--- src/rtl/core_lsu_pkg.sv ---
// core_lsu_pkg: shared types and constants for the load/store unit.
//   state_e     : FSM states (IDLE, REQ, RESP)
//   CAUSE_*     : exception cause codes reported on o_cause
//   op_t        : internal op encoding (size, unsigned, store)
//   decode_op   : one-hot flag vector {lb,lh,lw,lbu,lhu,sb,sh,sw} -> op_t
package core_lsu_pkg;

    typedef enum logic [1:0] {
        ST_IDLE = 2'd0,
        ST_REQ  = 2'd1,
        ST_RESP = 2'd2
    } state_e;

    localparam logic [1:0] CAUSE_ILLEGAL = 2'b00;
    localparam logic [1:0] CAUSE_MIS_LD  = 2'b01;
    localparam logic [1:0] CAUSE_MIS_ST  = 2'b10;
    localparam logic [1:0] CAUSE_BUS     = 2'b11;

    localparam logic [1:0] SZ_B = 2'd0;
    localparam logic [1:0] SZ_H = 2'd1;
    localparam logic [1:0] SZ_W = 2'd2;

    localparam int DEFAULT_TIMEOUT = 255;

    typedef struct packed {
        logic [1:0] size;
        logic       uns;
        logic       store;
    } op_t;

    // Illegal flag combinations decode to all-zero; the caller detects them
    // separately with $onehot.
    function automatic op_t decode_op(input logic [7:0] f);
        op_t o;
        o = '0;
        case (f)
            8'b1000_0000: begin o.size = SZ_B; end
            8'b0100_0000: begin o.size = SZ_H; end
            8'b0010_0000: begin o.size = SZ_W; end
            8'b0001_0000: begin o.size = SZ_B; o.uns = 1'b1; end
            8'b0000_1000: begin o.size = SZ_H; o.uns = 1'b1; end
            8'b0000_0100: begin o.size = SZ_B; o.store = 1'b1; end
            8'b0000_0010: begin o.size = SZ_H; o.store = 1'b1; end
            8'b0000_0001: begin o.size = SZ_W; o.store = 1'b1; end
            default:      o = '0;
        endcase
        return o;
    endfunction

endpackage

--- src/rtl/core_lsu_align.sv ---
// core_lsu_align: combinational lane logic for the LSU.
//   op_i, a_i     : operation and byte offset addr[1:0]
//   wdata_i       : raw store data (RS2)
//   rdata_i       : raw bus read data
//   be_o          : byte enables
//   wdata_o       : lane-replicated store data
//   ldata_o       : shifted and sign/zero-extended load data
//   misalign_o    : access is misaligned and must trap
// Macro CORE_LSU_MISALIGN_TRAP_EN: when defined, misaligned halfword/word
// accesses raise misalign_o; when undefined the offset is truncated instead.
module core_lsu_align
    import core_lsu_pkg::*;
(
    input  op_t         op_i,
    input  logic [1:0]  a_i,
    input  logic [31:0] wdata_i,
    input  logic [31:0] rdata_i,
    output logic [3:0]  be_o,
    output logic [31:0] wdata_o,
    output logic [31:0] ldata_o,
    output logic        misalign_o
);

    logic [1:0]  eff_a;
    logic [31:0] sh;

    always_comb begin
        eff_a      = a_i;
        misalign_o = 1'b0;
`ifdef CORE_LSU_MISALIGN_TRAP_EN
        misalign_o = ((op_i.size == SZ_H) && a_i[0]) ||
                     ((op_i.size == SZ_W) && (a_i != 2'b00));
`else
        if (op_i.size == SZ_H) eff_a[0] = 1'b0;
        if (op_i.size == SZ_W) eff_a    = 2'b00;
`endif
        sh = rdata_i >> {eff_a, 3'b000};

        case (op_i.size)
            SZ_B: begin
                be_o    = 4'b0001 << eff_a;
                wdata_o = {4{wdata_i[7:0]}};
                ldata_o = op_i.uns ? {24'b0, sh[7:0]} : {{24{sh[7]}}, sh[7:0]};
            end
            SZ_H: begin
                be_o    = 4'b0011 << eff_a;
                wdata_o = {2{wdata_i[15:0]}};
                ldata_o = op_i.uns ? {16'b0, sh[15:0]} : {{16{sh[15]}}, sh[15:0]};
            end
            default: begin
                be_o    = 4'b1111;
                wdata_o = wdata_i;
                ldata_o = sh;
            end
        endcase
    end

endmodule

--- src/rtl/core_lsu.sv ---
// core_lsu: single-outstanding load/store unit for the memory stage.
//   clk, rst          : clock, async active-high reset
//   i_valid/i_ready   : request handshake from execute
//   i_lb..i_sw        : one-hot op flags; addr, wdata, rd_tag operands
//   mem_*             : req/ack data-memory bus
//   o_valid..o_cause  : one-cycle result / exception to write-back
// Misalignment trapping is selected by CORE_LSU_MISALIGN_TRAP_EN (see
// core_lsu_align).
module core_lsu
    import core_lsu_pkg::*;
#(
    parameter int TIMEOUT_CYCLES = DEFAULT_TIMEOUT
) (
    input  logic        clk,
    input  logic        rst,
    input  logic        i_valid,
    output logic        i_ready,
    input  logic        i_lb,
    input  logic        i_lh,
    input  logic        i_lw,
    input  logic        i_lbu,
    input  logic        i_lhu,
    input  logic        i_sb,
    input  logic        i_sh,
    input  logic        i_sw,
    input  logic [31:0] addr,
    input  logic [31:0] wdata,
    input  logic [4:0]  rd_tag,
    output logic        mem_req,
    output logic        mem_we,
    output logic [31:0] mem_addr,
    output logic [3:0]  mem_be,
    output logic [31:0] mem_wdata,
    input  logic        mem_ack,
    input  logic [31:0] mem_rdata,
    input  logic        mem_err,
    output logic        o_valid,
    output logic        o_we,
    output logic [4:0]  o_rd,
    output logic [31:0] o_rdata,
    output logic        o_exc,
    output logic [1:0]  o_cause
);

    localparam int CW = $clog2(TIMEOUT_CYCLES + 1);
    localparam logic [CW-1:0] TO_LIMIT = CW'(TIMEOUT_CYCLES);

    state_e      state_q, state_d;
    op_t         op_q, op_in, op_sel;
    logic [31:0] addr_q, wdata_q, rdata_q;
    logic [4:0]  tag_q;
    logic        exc_q;
    logic [1:0]  cause_q;
    logic [CW-1:0] cnt_q, cnt_nx;

    logic [7:0]  flags;
    logic        illegal, misalign, trap, accept, timeout, idle;
    logic [1:0]  a_sel;
    logic [3:0]  be;
    logic [31:0] wrep, ldata;

    assign flags   = {i_lb, i_lh, i_lw, i_lbu, i_lhu, i_sb, i_sh, i_sw};
    assign op_in   = decode_op(flags);
    assign illegal = !$onehot(flags);
    assign idle    = (state_q == ST_IDLE);
    assign accept  = i_valid && idle;

    // In IDLE the aligner looks at the incoming request so misalignment is
    // known at accept; afterwards it works from the latched op.
    assign op_sel  = idle ? op_in       : op_q;
    assign a_sel   = idle ? addr[1:0]   : addr_q[1:0];
    assign trap    = illegal || misalign;

    assign cnt_nx  = cnt_q + 1'b1;
    assign timeout = (cnt_nx == TO_LIMIT);

    core_lsu_align u_align (
        .op_i       (op_sel),
        .a_i        (a_sel),
        .wdata_i    (wdata_q),
        .rdata_i    (rdata_q),
        .be_o       (be),
        .wdata_o    (wrep),
        .ldata_o    (ldata),
        .misalign_o (misalign)
    );

    // State register
    always_ff @(posedge clk or posedge rst) begin
        if (rst) state_q <= ST_IDLE;
        else     state_q <= state_d;
    end

    // Next state
    always_comb begin
        state_d = state_q;
        case (state_q)
            ST_IDLE: if (i_valid) state_d = trap ? ST_RESP : ST_REQ;
            ST_REQ:  if (mem_ack || timeout) state_d = ST_RESP;
            ST_RESP: state_d = ST_IDLE;
            default: state_d = ST_IDLE;
        endcase
    end

    // Outputs: everything is gated by state so idle/reset values are zero.
    always_comb begin
        i_ready   = idle;
        mem_req   = (state_q == ST_REQ);
        mem_we    = mem_req && op_q.store;
        mem_addr  = mem_req ? {addr_q[31:2], 2'b00} : 32'b0;
        mem_be    = mem_req ? be : 4'b0;
        mem_wdata = mem_we ? wrep : 32'b0;
        o_valid   = (state_q == ST_RESP);
        o_we      = o_valid && !exc_q && !op_q.store;
        o_rd      = o_valid ? tag_q : 5'b0;
        o_rdata   = o_we ? ldata : 32'b0;
        o_exc     = o_valid && exc_q;
        o_cause   = o_exc ? cause_q : 2'b00;
    end

    // Transaction registers and timeout counter
    always_ff @(posedge clk or posedge rst) begin
        if (rst) begin
            op_q    <= '0;
            addr_q  <= '0;
            wdata_q <= '0;
            rdata_q <= '0;
            tag_q   <= '0;
            exc_q   <= 1'b0;
            cause_q <= CAUSE_ILLEGAL;
            cnt_q   <= '0;
        end else begin
            if (accept) begin
                op_q    <= op_in;
                addr_q  <= addr;
                wdata_q <= wdata;
                rdata_q <= '0;
                tag_q   <= rd_tag;
                exc_q   <= trap;
                cause_q <= illegal ? CAUSE_ILLEGAL :
                           (op_in.store ? CAUSE_MIS_ST : CAUSE_MIS_LD);
            end
            if (state_q == ST_REQ) begin
                if (mem_ack) begin
                    rdata_q <= mem_rdata;
                    exc_q   <= mem_err;
                    cause_q <= CAUSE_BUS;
                    cnt_q   <= '0;
                end else if (timeout) begin
                    exc_q   <= 1'b1;
                    cause_q <= CAUSE_BUS;
                    cnt_q   <= '0;
                end else begin
                    cnt_q   <= cnt_nx;
                end
            end
        end
    end

endmodule

--- config.mk ---
export PLATFORM = sky130hd
export DESIGN_NAME = core_lsu
export DESIGN_NICKNAME = d
export VERILOG_FILES = /design/src/rtl/core_lsu_pkg.sv /design/src/rtl/core_lsu_align.sv /design/src/rtl/core_lsu.sv
export SDC_FILE = /design/constraint.sdc
export NUM_CORES = 1
export LEC_CHECK = 0
export ABC_AREA = 0
export CORE_MARGIN = 2
export CORE_UTILIZATION = 48
export DETAILED_ROUTE_END_ITERATION = 10
export PLACE_DENSITY = 0.82
export SLEW_MARGIN = 20
export SYNTH_ARGS = -nofsm -noshare
export SYNTH_HDL_FRONTEND = slang
export SYNTH_HIERARCHICAL = 1
export SYNTH_SLANG_ARGS = --single-unit
export TNS_END_PERCENT = 10
--- constraint.sdc ---
create_clock -name clk -period 5.98 [get_ports clk]
set_input_delay 1.196 -clock clk [delete_from_list [all_inputs] [get_ports clk]]
set_output_delay 1.196 -clock clk [all_outputs]
set_load 0.02 [all_outputs]
# After elaboration in Yosys (flattened, before gate mapping)
# Index checks and enable logic that the tools add are counted.
# totals
ff_bits	118
inputBits	114
output_inout_bits	113
elab_cells	90
# op_classes
addsub	8
n_eq_ne	15
shift	3
n_mux	37
n_reduce_logical	16
# op_table
op	count
$mux W32	8
$pmux W32 S2	2
$shr A32 B5 Y32	1
$mux W2	12
$mux W8	2
$add A1 B1 Y2	4
$add A8 B1 Y8 const B	1
$eq A8 B1 Y1 const B	1
$eq A8 B2 Y1 const B	1
$eq A8 B3 Y1 const B	1
$eq A8 B4 Y1 const B	1
$eq A8 B5 Y1 const B	1
$eq A8 B6 Y1 const B	1
$eq A8 B7 Y1 const B	1
$eq A8 B8 Y1 const B	1
$mux W4	2
$pmux W2 S2	2
$pmux W4 S2	1
$mux W1	7
$add A2 B2 Y3	2
$reduce_or A3 Y1	2
$logic_and A1 B1 Y1	5
$mux W5	1
$add A3 B3 Y4	1
other kinds (12)	18

# Logic depth before layout (Yosys ltp)
# Gate-level depths: netlist (run 1).
# depth
ltp_word	11
mapped_depth	15
depth_no_buf	13

# Cells and area by module
# The synthesis (run 1) kept the hierarchy.
# modules_own_cells
module	instances	cells_per_inst	area_per_inst_um2	seq_area_each_um2
core_lsu	1	651	5791.8	2952.8
core_lsu_align	1	243	1610.3	0.0

# Least setup slack after synthesis (run 1)
# No wires, ideal clock.
# synth_path
kind	input-to-output
startpoint	input i_lb
endpoint	output o_rdata[22]
arrival_ps	3906
required_ps	4784
path_slack_ps	878
stages	13
n_path_buf	2
cell_sequence	inv_1 > ha_1 > nor2b_1 > nand3_1 > o21ai_0 > nor3b_2 > and3_1 > or3_4 > or4_4 > buf_6 > buf_8 > nand3_2 > and2_1
# synth_rtl
item	line	text
from (decl)	core_lsu.sv:18	input logic i_lb,
to (decl)	core_lsu.sv:40	output logic [31:0] o_rdata,

==> key figures, run 1 <==
Worst hold path
  • Hold path endpoint: addr_q[12]
  • Hold/Removal Path Class: reg -> reg
  • Min-Delay Path Depth: 2
  • Hold Path Origin: addr_q[12]

Worst setup path
  • R2R Path End: cnt_q[5]
  • Reg2reg setup slack: between 3 and 4 ns
  • WP data arrival: between 4 and 5 ns
  • Required @ worst endpoint: ~4.8 ns
  • CP Capture Type: output pin
  • Worst Setup Start Kind: input pin
  • Worst-path maximum fanout: 8
  • RR Startpoint: state_q[1]
  • Worst r2r path cells: 4
  • WS Path Type: in -> out

Clocking
  • CTS H-tree depth: 4
  • Clock buffer depth: 2
  • Clock latency on the worst-skew pair: 0.42 ns
  • Clk sink count: between 100 and 150
  • Clock Tree Root: clkbuf_16
  • Clock transition at path regs: about 0.06 ns
  • TritonCTS Buffers: 17
  • TritonCTS clock tree: yes

Power
  • PwrDens: 319.4 nW/um^2
  • Max VDD drop: 0.2249 mV
  • Total Power: between 0.003 and 0.004 W
  • Leakage power: ~5.3 nW

Global route
  • All-Layer GR Usage: 0.2785
  • First-pass GRT wire length: between 30 and 40 mm
  • GR Overflow Total: 0
  • Vias in the first global route: between 6000 and 7000
  • Initial antenna violation count: 0
  • Largest net degree at the start of global routing: 81

Timing
  • Unrepaired setup endpoints after global routing: no
  • Slew Limit Headroom: 0.3203
  • Setup_tns: 0 ns
  • # setup viols final: 0
  • Slack of the critical path: 0.3430 ns
  • Max-slew violations: 0
  • Period utilisation layout: 0.9426
  • Measured slew at the worst slew-check pin: 1.019 ns
  • WHS: 0.4660 ns
  • Peak Freq: between 150 and 200 MHz
  • Worst Skew: about 0.0061 ns
  • Final min period: 5.637 ns
  • Final hold vios: 0

Final layout
  • Multi-input gate area: between 4000 and 5000 sq um
  • Share of cells above drive strength 1: 0.1071
  • Layout Nets: ~1200
  • Layout area overhead: 41.44%
  • Layout fillers: between 1000 and 1500
  • Core Util, Final: 0.6905
  • Register Area: ~3000 sq um

Flow run
  • Max cap viols: 0

Detailed routing
  • Met1 WL: approximately 8.8 mm
  • DRC: 0
  • Met2 Wirelength: between 10 and 15 mm
  • Detailed-route via count: 7181
  • Via density: between 5 and 6
  • DR WL met3: 2.197 mm
  • DR top layer: met4
  • Post-DRT Antenna Nets: 0
  • Final wirelength: 22.66 mm
  • Initial DRC Count: roughly 680
  • Drt wl/cell: about 18 um
  • Drt pass-1 iters: 7

Placement
  • # port buffers: approximately 220
  • Placed wire-length estimate: approximately 15 mm
  • Dpl ws: -0.03870 ns
  • Routability Congestion: 0.9074

Floorplan
  • Die Ht: ~130 um
  • Initial Util: 0.4881
  • IO Count: approximately 230
  • Die area: roughly 16000 sq um
  • Site row count: 45
  • Core ar.: about 15000 sq um
  • Die X: roughly 130 um

Logic synthesis
  • Synth Cell Area: 7393 sq um
  • Cells after Synth: 892
  • Synth warn: 6
  • Mean area per synthesized cell: 8.288 sq um

Status
  • Status: finished clean
==> cell type report <==
class / instances / area share
Multi-Input combinational cell: 666 / 0.3847
Sequential cell: 118 / 0.2824
Timing Repair Buffer: 250 / 0.2400
Clock buffer: 18 / 0.04104
Tap cell: 188 / 0.02249
Clock inverter: 14 / 0.01579
Inverter: 36 / 0.01340
Antenna cell: 1 / 0.0002393
==> routing by layer <==
metal,track usage,vias to the layer above
li1,-,3386
met1,0.3477,3421
met2,0.4618,340
met3,0.09140,34
met4,0.08339,0
met5,0,-
==> placed cells by master (no fill, tap or decap), types with 5 or more instances in the layout <==
| cell type | n |
|---|---|
| o21ai_1 | 10 |
| and3_1 | 47 |
| mux2_2 | 16 |
| mux2i_1 | 9 |
| clkdlybuf4s50_1 | 200 |
| a22o_1 | 32 |
| nand3_2 | 10 |
| dlymetal6s2s_1 | 23 |
| a31oi_1 | 8 |
| a21oi_1 | 20 |
| buf_4 | 24 |
| mux4_2 | 7 |
| and2_1 | 81 |
| inv_6 | 8 |
| o21ai_0 | 29 |
| nand2b_1 | 5 |
| nor2_1 | 9 |
| nand3_1 | 21 |
| clkbuf_16 | 17 |
| nand2_1 | 267 |
| a222oi_1 | 7 |
| ha_1 | 7 |
| o22ai_1 | 9 |
| dfrtp_1 | 118 |
| clkinv_4 | 5 |
| inv_1 | 32 |
==> power breakdown <==
part / total [W] / internal [W] / leakage, nW / switching (W)
logic: 0.00113 / 0.000485 / 3.49 / 0.000641
registers: 0.00117 / 0.00101 / 1.50 / 0.000169
clock network: 0.00104 / 0.000626 / 0.291 / 0.000414
total: 0.00334 / 0.00212 / 5.27 / 0.00122
==> worst max path at each step <==
stage / startpoint / end / slack [ns] / cells past startpoint
global route: i_lh / o_rdata[18] / 0.18 / 13
global placement: i_lb / o_rdata[30] / 0.05 / 13
finish: i_lb / o_rdata[18] / 0.34 / 13
CTS: i_lb / o_rdata[20] / 0.02 / 13
floorplan: i_lb / o_rdata[22] / 0.88 / 13
detailed placement: i_lb / o_rdata[18] / -0.04 / 13
==> through the flow <==
stage	instance area, sq um	cells
after floorplan	7397	893
after global placement	9767	1257
after global routing	10460	1290
after CTS	10370	1289
final	10460	1291
after detailed placement	9767	1257
==> what timing repair did <==
action	4_1_cts	5_1_grt
setup endpoints to repair	4	23
pin swaps	1	2
hold endpoints to repair	0	0
gates resized for setup	3	27
setup buffers	0	0
hold buffers	0	0
gates cloned	0	1
==> registers in the layout (all words and copies together) (netlist names) <==
register  count
exc_q         1
tag_q         5
wdata_q      32
op_q          4
rdata_q      32
state_q       2
cause_q       2
cnt_q         8
addr_q       32
==> worst max-delay path, stage by stage <==
cell and delay (ns):
clkdlybuf4s50_1 0.40, inv_1 0.12, ha_1 0.19, nor2b_2 0.21, o2111ai_2 0.19, o21ai_4 0.26, nor3b_2 0.09, and3_1 0.18
or3_4 0.41, or4_4 0.62, nand3_1 0.11, and2_1 0.14, dlygate4sd2_1 0.34
Power figures use the tool's default switching activity.
==> inputs of run 2 (changes only) <==
==> constraint.sdc (replaced) <==
create_clock -name clk -period 5.8 [get_ports clk]
set_input_delay 1.16 -clock clk [delete_from_list [all_inputs] [get_ports clk]]
set_output_delay 1.16 -clock clk [all_outputs]
set_load 0.02 [all_outputs]
==> run 2 against run 1 <==
  * Worst setup slack worse by 0.27 ns
  * Clock-buffer cell count down 1
  * Global-route usage up 0.36 points
  * Sequential share of layout area about the same
  * Critical path type unchanged
==> key figures, run 2 (synthesized netlist as in run 1, its figures left out) <==
Worst setup path
  • Worst r2r path cells: 6 (+2)
  • WP buf/inv: 4 (+1)
  • Largest stage delay on the critical path: 0.63 ns (about the same)
  • Most used cell, CP: clkdlybuf4s50_1
  • CP Capture Type: output pin
  • Levels on crit path: 14 (+1)
  • Worst Setup Start Kind: input pin
  • Crit-path leading delay family: simple AND/OR/NAND/NOR gates
  • Worst-path maximum fanout: 17 (+9)
  • WP data arrival: 4.57 ns (+0.13 ns)
  • Required @ worst endpoint: 4.64 ns (-0.14 ns)
  • Max stage delay cell, worst path: or4_4
  • WS Path Type: in -> out
  • Critical-path cell list: clkdlybuf4s50_1 -> inv_1 -> ha_1 -> nor2b_2 -> o2111ai_1 -> buf_4 -> o21ai_4 -> nor3b_2 -> and3_1 -> or3_4 -> or4_4 -> nand3_2 -> and2_1 -> clkdlybuf4s50_1

Final layout
  • Commonest non-fill, non-tap cell in the layout: nand2_1
  • Layout fillers: 1165 (-1.2%)
  • Most frequent cells in the layout: nand2_1, clkdlybuf4s50_1, dfrtp_1
  • Non-Filler Instances: 1295 (+0.31%)
  • Share of cells above drive strength 1: 0.1094 (+0.002325)
  • Finished Cell Area: 10460 sq um (about the same)
  • Layout Nets: 1220 (+0.49%)
  • Layout area overhead: 41.48% (about the same)
  • Top flop regs: addr_q: 32 flops, rdata_q: 32 flops, wdata_q: 32 flops

Timing
  • Period utilisation layout: 0.9877
  • Measured slew at the worst slew-check pin: 1.020 ns (+0.0004015 ns)
  • Slew Limit Headroom: 0.3191 (-0.001258)
  • # setup viols final: 0 (unchanged)
  • Unrepaired setup endpoints after global routing: yes
  • Final hold vios: 0 (unchanged)
  • Peak Freq: between 150 and 200 MHz
  • Max-slew violations: 0 (unchanged)
  • Worst Skew: 0.006142 ns (+0.00007818 ns)
  • Final min period: 5.729 ns

Detailed routing
  • Initial DRC Count: 716 (+5.9%)
  • Via density: 5.479 (-1.5%)
  • DR WL met3: 1.949 mm (-11%)
  • Detailed-route via count: 7095 (-1.2%)
  • DR top layer: met4
  • Post-DRT Antenna Nets: 0 (unchanged)
  • Met1 WL: 9.215 mm (+4.6%)
  • Drt wl/cell: 17.42 um (-0.75%)
  • Final wirelength: 22.56 mm (-0.45%)
  • Drt pass-1 iters: 6 (-1)
  • DRC: 0 (unchanged)
  • Met2 Wirelength: 10.78 mm (-3.7%)

Power
  • Max VDD drop: 0.2310 mV (+2.7%)
  • Leakage power: 5.180 nW (-1.8%)
  • PwrDens: 327.3 nW/um^2 (+2.5%)

Flow run
  • Max cap viols: 0 (unchanged)

Clocking
  • CTS H-tree depth: 4 (unchanged)
  • Clock Tree Root: clkbuf_16
  • TritonCTS Buffers: 17 (unchanged)
  • Post-CTS setup buffers: 0 (unchanged)
  • Clock buffer depth: 2 (unchanged)
  • TritonCTS clock tree: yes
  • Clk sink count: 118 (unchanged)
  • Hold-fix buffer count after cts: 0 (unchanged)
  • Clock latency on the worst-skew pair: 0.41 ns (about the same)
  • Clock transition at path regs: 0.06 ns (about the same)

Floorplan
  • Site row count: 45 (unchanged)
  • Initial Util: 0.4881 (unchanged)
  • Core ar.: 15150 sq um (unchanged)
  • Die X: 128.1 um (unchanged)
  • IO Count: 227 (unchanged)
  • Die Ht: 128.1 um (unchanged)
  • Die area: 16410 sq um (unchanged)

Status
  • Status: finished clean

Placement
  • Routability Congestion: 0.8901 (-1.9%)
  • # port buffers: 224 (unchanged)
  • Placed wire-length estimate: 15.15 mm (-0.24%)
  • Placed cell areas: 9832 sq um (+0.67%)
  • Dpl cells: 1264 (+0.56%)

Global route
  • GR Overflow Total: 0 (unchanged)
  • Largest net degree at the start of global routing: 72 (-11%)
  • First-pass GRT wire length: 36.26 mm (+1.1%)
  • Initial antenna violation count: 1 (+1)
  • All-Layer GR Usage: 0.2821 (+0.003616)
  • Vias in the first global route: 6776 (-2.4%)

Worst hold path
  • Min-Delay Path Depth: 2 (unchanged)
  • Hold/Removal Path Class: reg -> reg
## run 2: cell count changes in the layout (fill, tap and decap cells not counted), sizes merged, moves of 2 or more
cell	change
inv	-6
buf	+7
dlymetal6s2s	-7
clkinvlp	+6
dlygate4sd2	+5
clkinv	-2
## run 2: path summary, 6_finish.rpt
check | start | end | slack (ns)
worst min register to register | addr_q[20] | addr_q[20] | 0.46
min in group asynchronous | rst | addr_q[17] | 1.11
worst max register to register | state_q[1] | wdata_q[17] | 3.36
max in group asynchronous | rst | wdata_q[13] | 3.72
worst max-delay path | i_lh | o_rdata[23] | 0.07
worst min-delay path | addr_q[20] | addr_q[20] | 0.46
## run 2: where the power goes
part | switching, W | internal, W
logic | 0.000652 | 0.000498
clock network | 0.000390 | 0.000668
registers | 0.000177 | 0.00104
## run 2: per-layer routing
| layer | GRT usage | up-vias |
|---|---|---|
| li1 | - | 3402 |
| met1 | 0.3652 | 3332 |
| met2 | 0.4527 | 320 |
| met3 | 0.08514 | 41 |
| met4 | 0.09632 | 0 |
| met5 | 0 | - |
## run 2: tightest hold or removal path: stages (launching register included)
cell     delay [ns]
dfrtp_1        0.33
nand2_1        0.05
nand2_1        0.05
## run 2: per-stage QoR
stage	hold slack, ns	utilization	total power (W)	worst slack, ns	TNS, ns
3_3_place_gp	0.4496	0.6492	0.002322	0.03307	0
2_1_floorplan	0.4374	-	0.001978	0.7704	0
4_1_cts	0.4683	0.6872	0.003432	0.003275	0
5_1_grt	0.4850	0.6906	0.003641	-0.1835	-0.1835
6_report	0.4645	0.6906	0.003423	0.07139	0
3_5_place_dp	0.4541	0.6492	0.002358	-0.03029	-0.06974
## run 2: cell type report
| type | count | area [sq um] | area share |
|---|---|---|---|
| antenna | 1 | 2.502 | 0.0002392 |
| clock buffer | 17 | 425.4 | 0.04067 |
| clock inverter | 13 | 158.9 | 0.01519 |
| inverter | 36 | 137.6 | 0.01316 |
| multi-input combinational | 665 | 3996 | 0.3821 |
| sequential | 118 | 2953 | 0.2823 |
| tap | 188 | 235.2 | 0.02249 |
| timing repair buffer | 257 | 2551 | 0.2439 |
## run 2: timing repair
item	4_1_cts	5_1_grt
gates resized for setup	7	20
cloned	0	0
endpoints found under the setup margin	7	29
pin swaps	0	0
==> inputs of run 3 (changes only) <==
--- a/config.mk
+++ b/config.mk
@@ -7,9 +7,9 @@
 export LEC_CHECK = 0
 export ABC_AREA = 0
 export CORE_MARGIN = 2
-export CORE_UTILIZATION = 48
+export CORE_UTILIZATION = 50
 export DETAILED_ROUTE_END_ITERATION = 10
-export PLACE_DENSITY = 0.82
+export PLACE_DENSITY = 0.85
 export SLEW_MARGIN = 20
 export SYNTH_ARGS = -nofsm -noshare
 export SYNTH_HDL_FRONTEND = slang
==> constraint.sdc (replaced) <==
create_clock -name clk -period 7.3 [get_ports clk]
set_input_delay 1.46 -clock clk [delete_from_list [all_inputs] [get_ports clk]]
set_output_delay 1.46 -clock clk [all_outputs]
set_load 0.02 [all_outputs]
==> run 3 against run 2 <==
  * Non-clock buffer count shrank 20
  * Routed wire length is 0.37% lower
  * Cell count shrank 1.6%
  * Clock power is 20% lower
  * Clock skew fell by 0.0022 ns
  * Highest routed layer unchanged
==> key figures, run 3 (synthesized netlist as in run 1, its figures left out) <==
Worst setup path
  • Worst Setup Start Kind: input pin
  • Crit. Startpoint: i_lb
  • CP Capture Type: output pin
  • RR Startpoint: state_q[1]
  • Reg2reg setup slack: 4.82 ns (+1.46 ns)
  • WS Path Type: in -> out
  • Required @ worst endpoint: 5.84 ns (+1.20 ns)
  • R2R Path End: cause_q[1]
  • Worst r2r path cells: 6 (unchanged)
  • Worst-path maximum fanout: 36 (+19)
  • WP data arrival: 5.22 ns (+0.65 ns)

Clocking
  • Clock buffer depth: 2 (unchanged)
  • Clock transition at path regs: 0.06 ns (about the same)
  • TritonCTS Buffers: 17 (unchanged)
  • Post-CTS resize count: 0 (-7)
  • Clock latency on the worst-skew pair: 0.42 ns (about the same)
  • Post-CTS setup buffers: 0 (unchanged)
  • Hold-fix buffer count after cts: 0 (unchanged)
  • CTS H-tree depth: 4 (unchanged)
  • TritonCTS clock tree: yes
  • Clk sink count: 118 (unchanged)
  • Clock Tree Root: clkbuf_16

Timing
  • Unrepaired setup endpoints after global routing: no
  • Measured slew at the worst slew-check pin: 1.000 ns (-0.01951 ns)
  • Final min period: between 6 and 7 ns
  • Peak Freq: roughly 150 MHz
  • Slew Limit Headroom: 0.3331 (+0.01400)
  • Period utilisation layout: 0.9150
  • Max-slew violations: 0 (unchanged)
  • Setup_tns: 0 ns (unchanged)
  • Final hold vios: 0 (unchanged)
  • Worst Skew: 0.003926 ns (-0.002216 ns)
  • # setup viols final: 0 (unchanged)

Power
  • Seq pwr share: 0.356 (about the same)
  • PwrDens: 263.8 nW/um^2 (-19%)
  • Switching Fraction: 0.3685 (+0.01239)
  • Net switching power: 0.0009966 W (-18%)
  • Max VDD drop: 0.1973 mV (-15%)
  • Int Pwr: 0.001708 W (-23%)
  • Comb power frac: 0.328 (-0.008)
  • Leakage power: 4.760 nW (-8.1%)
  • Clock share of power: 0.316 (+0.007)

Final layout
  • Top flop regs: addr_q: 32 flops, rdata_q: 32 flops, wdata_q: 32 flops
  • Core Util, Final: 0.7081 (+0.01746)
  • Layout Nets: 1200 (-1.6%)
  • Share of cells above drive strength 1: 0.09283 (-0.01657)
  • Most frequent cells in the layout: nand2_1, clkdlybuf4s50_1, dfrtp_1
  • Commonest non-fill, non-tap cell in the layout: nand2_1
  • Layout fillers: 1129 (-3.1%)
  • Layout area overhead: 38.67%

Detailed routing
  • Via density: 5.588 (+2.0%)
  • Drt pass-1 iters: 7 (+1)
  • DRC: 0 (unchanged)
  • Detailed-route via count: 7119 (+0.34%)
  • Drt wl/cell: 17.64 um (+1.3%)
  • Post-DRT Antenna Nets: 0 (unchanged)
  • Final wirelength: 22.47 mm (-0.37%)
  • Initial DRC Count: 873 (+22%)

Placement
  • # port buffers: 224 (unchanged)
  • Placed wire-length estimate: 14.97 mm (-1.1%)
  • Routability Congestion: 0.8765 (-1.5%)

Floorplan
  • Initial Util: 0.5106 (+0.02248)
  • Core ar.: 14480 sq um (-4.4%)
  • Die X: 125.6 um (-2.0%)
  • IO Count: 227 (unchanged)
  • Die Ht: 125.6 um (-2.0%)
  • Site row count: 44 (-2.2%)
  • Die area: 15780 sq um (-3.9%)

Global route
  • All-Layer GR Usage: 0.2848 (+0.002669)
  • GR Overflow Total: 0 (unchanged)
  • Initial antenna violation count: 2 (+1)
  • First-pass GRT wire length: 35.89 mm (-1.0%)
  • Vias in the first global route: 6929 (+2.3%)
  • Largest net degree at the start of global routing: 74 (+2.8%)

Worst hold path
  • Hold path endpoint: addr_q[10]
  • Hold/Removal Path Class: reg -> reg
  • Min-Delay Path Depth: 2 (unchanged)
  • Hold Path Origin: addr_q[10]

Status
  • Status: finished clean

Flow run
  • Max cap viols: 0 (unchanged)
[run 3: cell types whose count changed in the layout (fill, tap and decap cells not counted), moves of 2 or more]
cell	change
clkinvlp_4	-4
buf_12	-2
clkinv_2	-2
inv_6	+4
clkdlybuf4s50_1	+23
clkinv_4	+4
dlymetal6s2s_1	-16
dlygate4sd2_1	-6
buf_4	-17
[run 3: area by class of cell]
cell class                      count  area [sq um]  area share
Antenna cell                        2         5.005   0.0004882
Clock buffer                       17         425.4     0.04149
Clock inverter                     15         170.2     0.01660
Inverter                           36         137.6     0.01342
Multi-Input combinational cell    665          3991      0.3893
Sequential cell                   118          2953      0.2880
Tap cell                          184         230.2     0.02246
Timing Repair Buffer              237          2340      0.2282
[run 3: how the worst max path moves through the flow]
stage / to / depth (start not counted) / slack [ns]
finish: o_rdata[10] / 14 / 0.62
global route: o_rdata[19] / 13 / 0.38
CTS: o_rdata[16] / 13 / 0.67
detailed placement: o_rdata[16] / 13 / 0.66
global placement: o_rdata[30] / 13 / 0.76
floorplan: o_rdata[22] / 13 / 1.67
[run 3: worst max-delay path, cell delays in order]
cell	delay, ns
clkdlybuf4s50_1	0.40
inv_1	0.12
ha_1	0.19
nor2b_1	0.25
nand3_1	0.21
o21ai_4	0.33
buf_4	0.31
buf_4	0.40
o21ai_0	0.18
a222oi_1	0.34
o21ai_0	0.18
and2_1	0.18
and2_1	0.13
clkdlybuf4s50_1	0.53
[run 3: power groups by stage]
| stage | Clock, W | Sequential, W | Combinational, W |
|---|---|---|---|
| after global routing | 0.000893 | 0.000985 | 0.000984 |
| after CTS | 0.000860 | 0.000961 | 0.000885 |
| after detailed placement | 0 | 0.000968 | 0.000875 |
| after global placement | 0 | 0.000962 | 0.000856 |
| after floorplan | 0 | 0.000920 | 0.000651 |
| final | 0.000853 | 0.000964 | 0.000887 |
[run 3: per-layer routing]
metal,part of all wire,track usage,vias to the layer above
met1,0.40,0.3575,3355
met5,0,0,-
met4,0.033,0.1118,0
li1,-,-,3359
met2,0.48,0.4531,357
met3,0.094,0.09970,48
[run 3: metrics by stage]
stage / total power [W] / setup slack, ns / std cells / instance area, sq um / hold WS (ns)
final: 0.002705 / 0.6205 / 1274 / 10250 / 0.4676
after detailed placement: 0.001844 / 0.6603 / 1240 / 9652 / 0.4543
after floorplan: 0.001572 / 1.670 / 893 / 7397 / 0.4374
after CTS: 0.002706 / 0.6655 / 1272 / 10250 / 0.4692
after global routing: 0.002862 / 0.3756 / 1274 / 10250 / 0.4915
after global placement: 0.001818 / 0.7636 / 1240 / 9652 / 0.4490
